## config.mk

```make
export PLATFORM = sky130hd
export DESIGN_NAME = move_cmd_ctrl_flat
export DESIGN_NICKNAME = d
export VERILOG_FILES = /design/src/rtl/move_cmd_ctrl_if.sv /design/src/rtl/move_cmd_ctrl.sv /design/src/flat_wrapper.sv
export SDC_FILE = /design/constraint.sdc
export NUM_CORES = 1
export LEC_CHECK = 0
export BUFFER_PORTS_ARGS = -buffer_cell sky130_fd_sc_hd__buf_2
export CAP_MARGIN = 10
export CELL_PAD_IN_SITES_DETAIL_PLACEMENT = 1
export CELL_PAD_IN_SITES_GLOBAL_PLACEMENT = 2
export CORE_MARGIN = 4
export CORE_UTILIZATION = 30
export DETAILED_ROUTE_END_ITERATION = 8
export GPL_ROUTABILITY_DRIVEN = 0
export PLACE_DENSITY = 0.71
export SYNTH_ARGS = -nofsm -noshare
export SYNTH_HDL_FRONTEND = slang
export SYNTH_SLANG_ARGS = --single-unit
export TNS_END_PERCENT = 100
```

## constraint.sdc

```tcl
create_clock -name clk -period 3.7 [get_ports clk]
set_input_delay 0.555 -clock clk [delete_from_list [all_inputs] [get_ports clk]]
set_output_delay 0.555 -clock clk [all_outputs]
set_load 0.01 [all_outputs]
```

## src/rtl/move_cmd_ctrl_if.sv

```systemverilog
// Handshake bundle between the button front end, move_cmd_ctrl and the board-update FSM.
// The slave modport is the command controller; the master modport is its surroundings.
interface move_cmd_ctrl_if;
  logic [3:0] btn;        // bit0 up, bit1 down, bit2 left, bit3 right
  logic       game_busy;
  logic       cmd_ack;
  logic       cmd_valid;
  logic [1:0] cmd_dir;    // 00 up, 01 down, 10 left, 11 right
  logic [1:0] state_dbg;  // 00 IDLE, 01 ISSUE, 10 WAIT_REL

  modport master (
    output btn, game_busy, cmd_ack,
    input  cmd_valid, cmd_dir, state_dbg
  );

  modport slave (
    input  btn, game_busy, cmd_ack,
    output cmd_valid, cmd_dir, state_dbg
  );
endinterface

```

## src/rtl/move_cmd_ctrl.sv

```systemverilog
// Turns debounced direction buttons into single acknowledged move commands for the 2048 board.
// Optional auto-repeat while a direction stays held: define AUTO_REPEAT_EN.
module move_cmd_ctrl #(
  parameter int unsigned CNT_W         = 20,
  parameter int unsigned MIN_PRESS     = 1000,
  parameter int unsigned REPEAT_DELAY  = 500000,
  parameter int unsigned REPEAT_PERIOD = 200000
) (
  input  logic           clk,
  input  logic           clr,
  move_cmd_ctrl_if.slave bus
);

  typedef enum logic [1:0] {
    IDLE     = 2'b00,
    ISSUE    = 2'b01,
    WAIT_REL = 2'b10
  } state_t;

  localparam logic [CNT_W-1:0] PRESS_MAX = CNT_W'(MIN_PRESS - 1);
  localparam logic [CNT_W-1:0] CNT_ONE   = CNT_W'(1);

  state_t           state;
  logic             cmd_valid_q;
  logic [1:0]       cmd_dir_q;
  logic [CNT_W-1:0] hold_cnt;
  logic [CNT_W-1:0] rel_cnt;
  logic             prev_v;
  logic [1:0]       prev_dir;

  logic [1:0]       cand;
  logic             cand_v;
  logic             same_cand;
  logic [CNT_W-1:0] hold_nxt;
  logic             press_ok;
  logic             rel_done;

  // Fixed priority: up > down > left > right.
  always_comb begin
    cand = 2'd0;
    if (bus.btn[0])      cand = 2'd0;
    else if (bus.btn[1]) cand = 2'd1;
    else if (bus.btn[2]) cand = 2'd2;
    else if (bus.btn[3]) cand = 2'd3;
  end

  assign cand_v    = |bus.btn;
  assign same_cand = cand_v && prev_v && (cand == prev_dir);

  // The first sample of a new candidate counts as 0, so the MIN_PRESS-th sample lands on PRESS_MAX.
  assign hold_nxt  = !same_cand             ? '0        :
                     (hold_cnt >= PRESS_MAX) ? PRESS_MAX : hold_cnt + CNT_ONE;
  assign press_ok  = cand_v && (hold_nxt == PRESS_MAX);
  assign rel_done  = !cand_v && (rel_cnt == PRESS_MAX);

`ifdef AUTO_REPEAT_EN
  localparam logic [CNT_W-1:0] DELAY_MAX  = CNT_W'(REPEAT_DELAY - 1);
  localparam logic [CNT_W-1:0] PERIOD_MAX = CNT_W'(REPEAT_PERIOD - 1);

  logic [CNT_W-1:0] rep_cnt;
  logic             rep_block;
  logic             rep_again;
  logic             rep_match;
  logic [CNT_W-1:0] rep_lim;

  assign rep_match = (bus.btn == (4'b0001 << cmd_dir_q));
  assign rep_lim   = rep_again ? PERIOD_MAX : DELAY_MAX;
`endif

  // NOTE: every register here, state and counters alike, is written with <= and cleared by the async reset.
  always_ff @(posedge clk or posedge clr) begin
    if (clr) begin
      state       <= IDLE;
      cmd_valid_q <= 1'b0;
      cmd_dir_q   <= 2'd0;
      hold_cnt    <= '0;
      rel_cnt     <= '0;
      prev_v      <= 1'b0;
      prev_dir    <= 2'd0;
`ifdef AUTO_REPEAT_EN
      rep_cnt     <= '0;
      rep_block   <= 1'b0;
      rep_again   <= 1'b0;
`endif
    end else begin
      prev_v   <= cand_v;
      prev_dir <= cand;

      case (state)
        IDLE: begin
          hold_cnt <= hold_nxt;
          if (press_ok && !bus.game_busy) begin
            cmd_dir_q   <= cand;
            cmd_valid_q <= 1'b1;
            hold_cnt    <= '0;
            state       <= ISSUE;
`ifdef AUTO_REPEAT_EN
            rep_again   <= 1'b0;
`endif
          end
        end

        ISSUE: begin
          // Button activity is ignored here; only the acknowledge moves us on.
          if (cmd_valid_q && bus.cmd_ack) begin
            cmd_valid_q <= 1'b0;
            hold_cnt    <= '0;
            rel_cnt     <= '0;
            state       <= WAIT_REL;
`ifdef AUTO_REPEAT_EN
            rep_cnt     <= '0;
            rep_block   <= 1'b0;
`endif
          end
        end

        WAIT_REL: begin
          if (rel_done) begin
            rel_cnt <= '0;
            state   <= IDLE;
          end else if (!cand_v) begin
            rel_cnt <= rel_cnt + CNT_ONE;
          end else begin
            rel_cnt <= '0;
          end
`ifdef AUTO_REPEAT_EN
          // Only the issued direction held alone keeps the repeat timer running.
          if (!rep_match) begin
            rep_cnt   <= '0;
            rep_block <= 1'b1;
          end else if (!rep_block) begin
            if (rep_cnt >= rep_lim) begin
              if (!bus.game_busy) begin
                cmd_valid_q <= 1'b1;
                rep_again   <= 1'b1;
                rep_cnt     <= '0;
                state       <= ISSUE;
              end
            end else begin
              rep_cnt <= rep_cnt + CNT_ONE;
            end
          end
`endif
        end

        default: begin
          cmd_valid_q <= 1'b0;
          state       <= IDLE;
        end
      endcase
    end
  end

  assign bus.cmd_valid = cmd_valid_q;
  assign bus.cmd_dir   = cmd_dir_q;
  assign bus.state_dbg = state;

endmodule

```

## src/flat_wrapper.sv

```systemverilog
// flat-port wrapper written by rule: the top's interface ports become plain ports
module move_cmd_ctrl_flat 
#(
  parameter int unsigned CNT_W         = 20,
  parameter int unsigned MIN_PRESS     = 1000,
  parameter int unsigned REPEAT_DELAY  = 500000,
  parameter int unsigned REPEAT_PERIOD = 200000
)
  (clk, clr, bus_btn, bus_game_busy, bus_cmd_ack, bus_cmd_valid, bus_cmd_dir, bus_state_dbg);
  move_cmd_ctrl_if bus_i ();
  input  logic clk;
  input  logic clr;
  input wire logic [$bits(bus_i.btn)-1:0] bus_btn;
  input wire logic [$bits(bus_i.game_busy)-1:0] bus_game_busy;
  input wire logic [$bits(bus_i.cmd_ack)-1:0] bus_cmd_ack;
  output wire logic [$bits(bus_i.cmd_valid)-1:0] bus_cmd_valid;
  output wire logic [$bits(bus_i.cmd_dir)-1:0] bus_cmd_dir;
  output wire logic [$bits(bus_i.state_dbg)-1:0] bus_state_dbg;
  assign bus_i.btn = bus_btn;
  assign bus_i.game_busy = bus_game_busy;
  assign bus_i.cmd_ack = bus_cmd_ack;
  assign bus_cmd_valid = bus_i.cmd_valid;
  assign bus_cmd_dir = bus_i.cmd_dir;
  assign bus_state_dbg = bus_i.state_dbg;
  move_cmd_ctrl #(.CNT_W(CNT_W), .MIN_PRESS(MIN_PRESS), .REPEAT_DELAY(REPEAT_DELAY), .REPEAT_PERIOD(REPEAT_PERIOD)) u_core (.clk(clk), .clr(clr), .bus(bus_i));
endmodule
```

==> metrics.txt <==
run status=finished clean; drt wl/cell=15.0 um; largest net degree at the start of global routing=49; clk root buf=clkbuf_8; CORE AREA=8380 sq um; drt drc=0; drt via density=5.22; final-report hold violation count=0; Seq/Total Area, Yosys=0.455; Worst Path Class, Setup=register to register; Worst VDD drop=0.000132 V; Util after Layout=0.345; power per cell area=348 nW/um^2; most frequent cells in the layout=dfrtp_1 (48), nand2_1 (23), nor2_1 (21), o21ai_0 (16), and2_1 (14); GRT Resource Usage Total=0.121; Worst-Margin Slew=1.04 ns; RSZ-0062 raised after global routing=no; Maximum Capacitance Violations=0; dpl cells=380; vias in the first global route=2,018; critical path peak fanout=9; routed via count=2,025; Leak Pwr=1.21 nW; H-tree Lvls=2; Post-Syn Instances=270; post-CTS sizing=0; die area=10,400 sq um; antenna viol nets, final=0; first-pass GRT wire length=10,000 um; worst-skew pair later-pin latency=0.30 ns; post-DP HPWL=4040 um; clk slew on worst S/H paths=0.10 ns; Slew Limit Fails=0; Slew Limit Headroom=0.305; library cells used by synthesis=57; highest clock rate=0.419 GHz; Post-CTS Setup Repair Bufs=0; Post-synth EDFFs=0; TritonCTS Buffers=5; CTS tree=yes; IO buf count=12; Mapped Nets=280; Max Root-Sink Buffers=2; ANT cells=0; Rows=33; Die Ht=102 um; Mapped Area=2640 sq um; Tmin final=2.39 ns; top_reg_cell synth=dfrtp_1; Synth warnings=0; setup TNS=0 ns; drt pass-1 iters=4; Die W=102 um; Initial Util=0.315; area grow syn2layout=9.52%; startpoint types=register; Worst Path Arrival=2.59 ns; TritonCTS sink count=48; Yosys reg bits=48; Post-Layout Cell Count=388; CP Capture Type=register; I/O pin count=13; clk_skew=0.00833 ns; hold_buf cts=0; Starting DRT DRC Count=44; FILL cells=979; Critical Path RT=3.90 ns; Syn Area/Cell=9.78 sq um; Final #Nets=292; initial antenna violation count=0; routed wire length=5820 um; final period utilization=0.645; final setup violating endpoints=0; Worst Hold Class=input port to asynchronous set/reset pin; commonest non-fill, non-tap cell in the layout=dfrtp_1; total congestion overflow=0; layout cells sized above 1=0.166; async set-or-reset flop fraction in the synthesized netlist=1.00
-- power breakdown --
part           leakage [nW]  total (W)  internal, W  switching [W]
clock network        0.0434   0.000339     0.000152       0.000187
logic                 0.508   0.000106    0.0000398      0.0000665
registers             0.661   0.000563     0.000537      0.0000261
-- cell families (layout without fill, tap and decap cells) --
kind of cell	count (synthesis)	in the layout	share of synthesized area
simple gates	124	124	0.274
compound gates	61	61	0.164
flops	48	48	0.455
xor+xnor	17	17	0.0564
buf+inv	16	29	0.0298
fa+ha+maj	2	2	0.00947
mux	2	2	0.0114
-- final cells by class --
class / instances / area (sq um) / area share
sequential: 48 / 1200 / 0.415
timing repair buffer: 14 / 75.1 / 0.0260
tap: 105 / 131 / 0.0454
multi-input combinational: 206 / 1360 / 0.471
clock buffer: 6 / 82.6 / 0.0285
inverter: 7 / 26.3 / 0.00908
clock inverter: 2 / 15.0 / 0.00519
-- stage by stage --
step	setup WS, ns	power (W)	hold slack (ns)	instance area, sq um
detailed placement	1.29	0.000683	0.472	2800
CTS	1.28	0.00103	0.497	2890
global route	1.13	0.00107	0.509	2890
global placement	1.35	0.000681	0.469	2800
finish	1.31	0.00101	0.490	2890
floorplan	1.51	0.000656	0.454	2640
-- registers in the layout, summed over array words and instances (netlist names) --
signal                count
u_core.hold_cnt          20
u_core.rel_cnt           20
u_core.bus.cmd_dir        2
u_core.bus.state_dbg      2
u_core.prev_dir           2
u_core.bus.cmd_valid      1
u_core.prev_v             1
-- cells in the mapped netlist, types with 3 or more instances --
cell      instances  area (sq um)
dfrtp_1          48          1200
nand2_1          23          86.3
nor2_1           21          78.8
o21ai_0          16          80.1
and2_1           14          87.6
a21oi_1          11          55.1
xnor2_1          10          87.6
nor3_1            8          40.0
inv_1             7          26.3
o21ai_1           7          35.0
xor2_1            7          61.3
nand3_1           6          30.0
o31ai_1           6          45.0
nand4_1           5          31.3
nor2b_1           5          31.3
nor4_1            5          31.3
a22oi_1           4          30.0
and3_1            4          25.0
and4_1            3          26.3
buf_2             3          15.0
clkbuf_1          3          11.3
nand2b_1          3          18.8
nor3b_1           3          22.5
or3_1             3          18.8
-- final timing paths --
path / startpoint / to / slack, ns / cells past startpoint
min in group clk: u_core.hold_cnt[18] / u_core.hold_cnt[18] / 0.49 / 1
hold / removal: clr / u_core.rel_cnt[17] / 0.49 / 2
setup reg to reg: u_core.hold_cnt[0] / u_core.bus.cmd_dir[1] / 1.31 / 7
hold reg to reg: u_core.hold_cnt[18] / u_core.hold_cnt[18] / 0.49 / 1
max in group asynchronous: clr / u_core.hold_cnt[17] / 2.56 / 2
setup / recovery: u_core.hold_cnt[0] / u_core.bus.cmd_dir[1] / 1.31 / 7
-- worst max-delay path, stage by stage (launching register included) --
cell	delay, ns
dfrtp_1	0.46
ha_1	0.42
xnor2_1	0.17
a41oi_1	0.18
nor4_4	0.38
o21ai_4	0.14
a21oi_4	0.22
mux2_4	0.32
-- metal layers --
layer	GRT usage	share of wire	vias to the layer above
li1	-	-	988
met1	0.168	0.51	1010
met2	0.193	0.45	22
met3	0.0225	0.022	5
met4	0.0363	0.012	0
met5	0	0	-
(Power assumes the default switching activity.)
